$ cat src/rtl/soc_bus_pkg.sv
// soc_bus_pkg: shared state encoding, widths and defaults for the native memory bus
package soc_bus_pkg;
    typedef enum logic [1:0] {IDLE = 2'd0, GNT0 = 2'd1, GNT1 = 2'd2} state_t;
    localparam int ADDR_W = 32;
    localparam int DATA_W = 32;
    localparam int STRB_W = 4;
    localparam logic [DATA_W-1:0] ERR_RDATA_DEF = 32'hDEAD_BEEF;
endpackage

$ cat src/rtl/bus_watchdog.sv
// bus_watchdog: cycle counter that flags terminal count LIMIT-1; clear wins over enable
module bus_watchdog #(
    parameter int LIMIT = 255
) (
    input  logic clk,
    input  logic reset,
    input  logic i_clr,
    input  logic i_en,
    output logic o_tc
);
    localparam int CW = $clog2(LIMIT + 1);
    logic [CW-1:0] r_cnt;
    always_ff @(posedge clk)
        r_cnt <= (reset || i_clr) ? '0 : i_en ? r_cnt + CW'(1) : r_cnt;
    assign o_tc = r_cnt == CW'(LIMIT - 1);
endmodule

$ cat src/rtl/mem_bus_arbiter.sv
// mem_bus_arbiter: round-robin two-master arbiter for the PicoRV32 native bus with a slave watchdog
module mem_bus_arbiter
    import soc_bus_pkg::*;
#(
    parameter int                TIMEOUT_CYCLES = 255,
    parameter logic [DATA_W-1:0] ERR_RDATA      = ERR_RDATA_DEF
) (
    input  logic              clk,
    input  logic              reset,
    input  logic              m0_valid,
    input  logic              m0_instr,
    input  logic [ADDR_W-1:0] m0_addr,
    input  logic [DATA_W-1:0] m0_wdata,
    input  logic [STRB_W-1:0] m0_wstrb,
    output logic              m0_ready,
    output logic [DATA_W-1:0] m0_rdata,
    input  logic              m1_valid,
    input  logic              m1_instr,
    input  logic [ADDR_W-1:0] m1_addr,
    input  logic [DATA_W-1:0] m1_wdata,
    input  logic [STRB_W-1:0] m1_wstrb,
    output logic              m1_ready,
    output logic [DATA_W-1:0] m1_rdata,
    output logic              s_valid,
    output logic              s_instr,
    output logic [ADDR_W-1:0] s_addr,
    output logic [DATA_W-1:0] s_wdata,
    output logic [STRB_W-1:0] s_wstrb,
    input  logic              s_ready,
    input  logic [DATA_W-1:0] s_rdata,
    output logic [1:0]        grant,
    output logic              timeout_err
);
    state_t r_state;
    logic   r_last;
    logic   w_g0, w_g1, w_gv, w_tc, w_to;
    // Reset masks every output so an interrupted transfer never completes
    assign w_g0 = !reset && r_state == GNT0;
    assign w_g1 = !reset && r_state == GNT1;
    assign w_gv = (w_g0 && m0_valid) || (w_g1 && m1_valid);
    assign w_to = w_gv && !s_ready && w_tc;
    assign grant       = {w_g1, w_g0};
    assign timeout_err = w_to;
    assign s_valid  = w_gv && !w_to;
    assign s_instr  = w_g1 ? m1_instr : w_g0 && m0_instr;
    assign s_addr   = w_g1 ? m1_addr  : w_g0 ? m0_addr  : '0;
    assign s_wdata  = w_g1 ? m1_wdata : w_g0 ? m0_wdata : '0;
    assign s_wstrb  = w_g1 ? m1_wstrb : w_g0 ? m0_wstrb : '0;
    assign m0_ready = w_g0 && (s_ready || w_to);
    assign m1_ready = w_g1 && (s_ready || w_to);
    assign m0_rdata = !w_g0 ? '0 : w_to ? ERR_RDATA : s_rdata;
    assign m1_rdata = !w_g1 ? '0 : w_to ? ERR_RDATA : s_rdata;
    bus_watchdog #(.LIMIT(TIMEOUT_CYCLES)) u_wd (
        .clk   (clk),
        .reset (reset),
        .i_clr (!(w_g0 || w_g1) || s_ready || !w_gv || w_to),
        .i_en  ((w_g0 || w_g1) && !s_ready),
        .o_tc  (w_tc)
    );
    // last=1 after reset so master 0 wins the first tie
    always_ff @(posedge clk) begin
        if (reset) begin
            r_state <= IDLE;
            r_last  <= 1'b1;
        end else if (r_state == IDLE) begin
            r_state <= (m0_valid && (!m1_valid || r_last)) ? GNT0 : m1_valid ? GNT1 : IDLE;
        end else if (s_ready || w_to || !w_gv) begin
            r_state <= IDLE;
            if (s_ready || w_to) r_last <= w_g1;
        end
    end
endmodule

$ cat config.mk
export PLATFORM = sky130hd
export DESIGN_NAME = mem_bus_arbiter
export DESIGN_NICKNAME = d
export VERILOG_FILES = /design/src/rtl/soc_bus_pkg.sv /design/src/rtl/bus_watchdog.sv /design/src/rtl/mem_bus_arbiter.sv
export SDC_FILE = /design/constraint.sdc
export NUM_CORES = 1
export LEC_CHECK = 0
export CAP_MARGIN = 20
export CORE_AREA = 10 10 112 114
export DETAILED_ROUTE_END_ITERATION = 7
export DIE_AREA = 0 0 122 124
export HOLD_SLACK_MARGIN = 0.02
export PLACE_DENSITY = 0.7
export SYNTH_ARGS = -nofsm -noshare
export SYNTH_HDL_FRONTEND = slang
export SYNTH_HIERARCHICAL = 1
export SYNTH_SLANG_ARGS = --single-unit
$ cat constraint.sdc
create_clock -name clk -period 2.7 [get_ports clk]
set_clock_uncertainty 0.15 [all_clocks]
set_input_delay 0.54 -clock clk [delete_from_list [all_inputs] [get_ports clk]]
set_output_delay 0.54 -clock clk [all_outputs]
set_load 0.02 [all_outputs]
==> run metrics, run 1 <==
core area=10,200 sq um; layout cell share with drive strength beyond 1=34.7%; Site Rows=37; H-tree depth=1; final max-slew violation count=0; drc violations=0; Main synth FF type=dfxtp_1; Fin. Hold Viols=0; Cells after Synth=265; worst min path class=register to register; Post-synth EDFFs=0; # clock sinks=11; total iterations of the first detailed-routing run=4; Hold Crit Depth=2; CTS max path bufs=2; Area Growth Syn to Fin=180%; Final ANT Viol Nets=0; cell internal pwr=642 uW; Synth top area share=32.4%; first-pass GRT wire length=22.4 mm; Nets=774; gr usage total=19.2%; HPWL Detailed=14.3 mm; total global routing overflow=0; vias per cell=4.78; routed wire length per instance=23.7 um; commonest non-fill, non-tap cell in the layout=clkdlybuf4s50_1; initial DRC count=246; TritonCTS Buffers=3; antenna cell count=0; initial antenna violation count=0; fin area=5230 sq um; Placer Congestion=0.967; crit path max fanout=11; asr flop ratio synth=0%; switch share=34.8%; Combinational Power Share=65.1%; worst rel slew slack=79.2%; Worst-path clk slew=0.06 ns; Worst setup SP type=input port; clk root buf=clkbuf_8; Chip Width=122 um; Initial Utilization=18.2%; Synth Net Count=442; critical path arrival=2.01 ns; CTS tree=yes; Power, Total=984 uW; CP Capture Type=primary output; die area=15,100 sq um; vias in the first global route=3,545; max-cap viol count=0; die height=124 um; Crit path required time=2.01 ns; RSZ-0062 raised after global routing=yes; worst-skew pair later-pin latency=0.25 ns; worst-margin pin slew=0.311 ns; Synth Register Bits=11; peak supply drop=0.113 mV; Netlist Area Pre-Place=1870 sq um; Top Ports=314; Syn. warnings=6; clock power share=17.6%; leak pwr=0.00246 uW; largest net degree at the start of global routing=44; number of library cell types mapped by synthesis=36; outcome=finished, final reports clean; sequential power share=17.3%; routed wire length=17.4 mm; critical path class=input port to primary output; vias=3,500; area leader, netlist=a22o_1; filler instances=1,011; fmax=370 MHz; Tmin final=2.70 ns; power density over cell area=188 nW/um^2; Placed Area=5270 sq um; Final Cycle Share=100%; syn avg cell area=7.04 sq um; Final Setup Violations=0; commonest cells after routing, fill and taps aside=clkdlybuf4s50_1, a22o_1, buf_4; worst r2r path cells=9; register area share after synthesis=11.8%; PortBufs=313; ranking of synthesized cells by area=a22o_1, a21oi_1, dfxtp_1; P_sw=342 uW
through the flow:
step / utilization [%] / hold WS (ns) / setup slack, ns / setup TNS (ns) / instances
2_1_floorplan: - / 0.302 / 0.252 / 0 / 265
3_3_place_gp: 51.5 / 0.321 / -0.585 / -63.33 / 716
3_5_place_dp: 51.5 / 0.320 / -0.629 / -67.06 / 716
4_1_cts: 52.8 / 0.330 / 0.000422 / 0 / 726
5_1_grt: 51.1 / 0.368 / -0.0466 / -0.0472 / 732
6_report: 51.1 / 0.332 / 0.000841 / 0 / 732
routing by layer:
layer | global-route usage [%] | part of all wire [%]
met1 | 20.3 | 37
met2 | 36.1 | 51
met3 | 7.83 | 11
met4 | 1.94 | 0.51
met5 | 0 | 0
cells by family (layout without fill, tap and decap cells):
group	after synthesis	after routing	share of synthesized area (%)
AOI/OAI and AO/OA	135	135	52.1
xor gates and xnor gates	5	5	2.35
adders and majority gates	2	2	1.34
buffers and inverters	62	393	16.7
DFF	11	11	11.8
and+or+nand+nor	50	50	15.8
layout make-up:
cell class	count	area, sq um	area share (%)
clock buffers	3	41.3	0.789
multi-input cells	192	1390	26.5
flip-flops and latches	11	220	4.21
repair buffers	360	3290	62.9
well taps	136	170	3.25
clock inverters	1	5.00	0.0957
inverters	29	119	2.27
Yosys cell counts (2+ instances only):
library cell  instances
xor2_1                3
nand2_1               6
buf_6                 5
nand3_1               2
and3_1               16
buf_4                 8
inv_1                27
dfxtp_1              11
a21oi_1              55
o21ai_0               3
nand4_1               2
or3_2                 2
or2_2                 2
and4bb_2              2
a211oi_1              2
or2_1                 2
a22o_1               69
ha_1                  2
xnor2_1               2
buf_2                 8
nor2_1               10
clkbuf_1             12
path summary, 6_finish.rpt:
| path | startpoint | endpoint | slack [ns] |
|---|---|---|---|
| setup / recovery | reset | m0_rdata[1] | 0.0008 |
| hold / removal | u_wd/r_cnt[7] | u_wd/r_cnt[7] | 0.33 |
| setup reg to reg | u_wd/r_cnt[0] | u_wd/r_cnt[1] | 0.32 |
| hold reg to reg | u_wd/r_cnt[7] | u_wd/r_cnt[7] | 0.33 |
flip-flops by register name, summed over array words and instances, names as in the netlist:
| register | cells |
|---|---|
| r_last | 1 |
| r_state | 2 |
| u_wd/r_cnt | 8 |
power by group through the flow:
| stage | Clock, uW | Sequential (uW) | Combinational (uW) |
|---|---|---|---|
| after CTS | 178 | 170 | 634 |
| after global routing | 183 | 171 | 676 |
| after detailed placement | 0 | 173 | 656 |
| after global placement | 0 | 173 | 649 |
| after floorplan | 0 | 171 | 214 |
| final | 173 | 170 | 640 |
what timing repair did:
| item | in CTS | in global routing |
|---|---|---|
| setup endpoints to repair | 139 | 108 |
| resized for setup | 344 | 117 |
| hold buffers | 0 | 0 |
| pin swaps | 2 | 1 |
| gates cloned | 4 | 3 |
| setup buffers | 2 | 3 |
worst max-delay path, stage by stage:
cell and delay (ns):
dlygate4sd2_1 0.25, and4bb_2 0.29, o211ai_4 0.27, buf_4 0.23
a21oi_1 0.08, dlygate4sd2_1 0.33
Power figures use the tool's default switching activity.
==> run 2: changes to the inputs <==
Settings changed: CORE_AREA 10 10 112 114 to 10 10 114 116, DIE_AREA 0 0 122 124 to 0 0 124 126, DONT_BUFFER_PORTS set to 1, PLACE_DENSITY 0.7 to not set.
==> run metrics, run 2 (synthesis results as in run 1) <==
Regs by FF count=u_wd/r_cnt (8), r_state (2), r_last (1); total global routing overflow=0 (unchanged); Crit path required time=2.01 ns (about the same); CTS tree=yes; max-cap viol count=0 (unchanged); crit path max fanout=65 (+54); Nets=474 (-39%); H-tree depth=1 (unchanged); RSZ-0062 raised after global routing=no; Chip Width=124 um (+1.6%); Fin. Hold Viols=0 (unchanged); first-pass GRT wire length=15.3 mm (-31%); core area=10,700 sq um (+4.6%); Worst-path clk slew=0.05 ns (about the same); die height=126 um (+1.6%); die area=15,600 sq um (+3.3%); worst r2r path cells=8 (-1); CP Capture Type=primary output; initial antenna violation count=1 (+1); Highest Signal Layer=met5; Top Ports=314 (unchanged); commonest non-fill, non-tap cell in the layout=a22o_1; outcome=finished, final reports clean; vias per cell=5.50 (+15%); filler instances=1,162 (+15%); Fin Setup TNS=0 ns (unchanged); WL met3=1.89 mm (-5.3%); final max-slew violation count=0 (unchanged); setup repair bufs after CTS=0 (-2); last element of the critical path=m0_rdata[14]; vias=2,398 (-31%); cell internal pwr=353 uW (-45%); critical path arrival=1.89 ns (-0.12 ns); routed wire length=11.6 mm (-33%); switch share=41.7% (+7.0 points); leak pwr=0.00112 uW (-54%); Area Growth Syn to Fin=28.3%; Final ANT Viol Nets=0 (unchanged); clk root buf=clkbuf_8; Placer Congestion=0.955 (-1.3%); HPWL Detailed=10.2 mm (-29%); Combinational Power Share=45.0% (-20 points); Worst setup SP type=register; routed wl met2=5.50 mm (-38%); sequential power share=28.1% (+11 points); Final Cycle Share=95.6% (-4.4 points); Power, Total=606 uW (-38%); CTS max path bufs=2 (unchanged); crit path from=r_state[1]; worst reg2reg endpoint=u_wd/r_cnt[1]; Seq. cell area=220 sq um (unchanged); initial DRC count=164 (-33%); TritonCTS Buffers=3 (unchanged); P_sw=253 uW (-26%); number of flip-flops in the largest register=8 (unchanged); M1 WL=4.05 mm (-36%); worst-margin pin slew=0.536 ns (+0.225 ns); post-cts hold buffer count=0 (unchanged); total iterations of the first detailed-routing run=5 (+1); vias in the first global route=2,357 (-34%); worst min path class=input port to register; Tmin final=2.58 ns (-0.119 ns); Site Rows=38 (+2.7%); R2R Path Start=u_wd/r_cnt[0]; gr usage total=12.5% (-6.7 points); critical path class=register to primary output; worst-skew pair later-pin latency=0.23 ns (-0.02 ns); multi-input logic area=1360 sq um (-2.3%); antenna cell count=0 (unchanged); worst rel slew slack=64.4% (-15 points); Final Setup Violations=0 (unchanged); layout cell share with drive strength beyond 1=26.7% (-8.0 points); power density over cell area=253 nW/um^2 (+35%); # clock sinks=11 (unchanged); PortBufs=0 (-100%); commonest cells after routing, fill and taps aside=a22o_1, buf_4, a21oi_1; drc violations=0 (unchanged); peak supply drop=0.131 mV (+15%); Biggest register=u_wd/r_cnt; largest net degree at the start of global routing=80 (+82%); routed wire length per instance=26.5 um (+12%); fmax=388 MHz (+4.6%); flop2flop setup slack=0.28 ns (-0.04 ns); Hold Crit Depth=1 (-1); clock power share=26.9% (+9.3 points); Initial Utilization=17.5% (-0.80 points)
run 2: cell types whose count changed in the layout (fill, tap and decap cells not counted), moves of 4 or more:
cell,before,now
a21oi_1,51,55
clkdlybuf4s15_2,29,0
a21oi_2,4,0
buf_2,39,0
clkbuf_2,40,0
clkdlybuf4s50_1,171,0
dlygate4sd2_1,6,0
run 2: what timing repair did:
item,4_1_cts,5_1_grt
endpoints found under the setup margin,66,33
cloned,0,0
gates resized for setup,1,2
run 2: cell type report:
class                      instances  area share, %
tap                              140           7.31
inverter                          29           4.60
sequential                        11           9.20
timing repair buffer              60           20.4
clock buffer                       4           1.88
multi-input combinational        192           56.6
run 2: power groups by stage:
stage / logic, uW / registers, uW / clock network, uW
2_1_floorplan: 214 / 171 / 0
3_3_place_gp: 272 / 173 / 0
3_5_place_dp: 275 / 173 / 0
4_1_cts: 276 / 170 / 168
5_1_grt: 290 / 170 / 177
6_report: 273 / 170 / 163
run 2: metrics by stage:
step	instance area [sq um]	utilization [%]	std cells	setup slack [ns]	hold WS, ns
3_5_place_dp	2340	21.8	432	0.107	0.334
2_1_floorplan	1870	-	265	0.252	0.302
6_report	2390	22.4	436	0.120	0.236
5_1_grt	2390	22.4	436	0.0215	0.230
3_3_place_gp	2340	21.8	432	0.178	0.329
4_1_cts	2390	22.3	436	0.0844	0.233
run 2: critical path: stages, from the launching register on:
cell and delay, ns:
dfxtp_1 0.48, and4bb_2 0.31, o211ai_4 0.18, buf_12 0.25
and3_1 0.39
run 2: worst min path at each step:
stage | startpoint | slack (ns) | to
finish | m1_valid | 0.24 | r_state[0]
global route | m1_valid | 0.23 | r_state[0]
CTS | m1_valid | 0.23 | r_state[0]
detailed placement | u_wd/r_cnt[6] | 0.33 | u_wd/r_cnt[6]
global placement | u_wd/r_cnt[7] | 0.33 | u_wd/r_cnt[7]
floorplan | u_wd/r_cnt[7] | 0.30 | u_wd/r_cnt[7]
run 2: routing by layer:
metal | vias up | global-route usage, %
met5 | - | 0
met4 | 2 | 1.96
met3 | 10 | 6.39
met2 | 223 | 21.6
met1 | 1114 | 13.5
li1 | 1049 | -
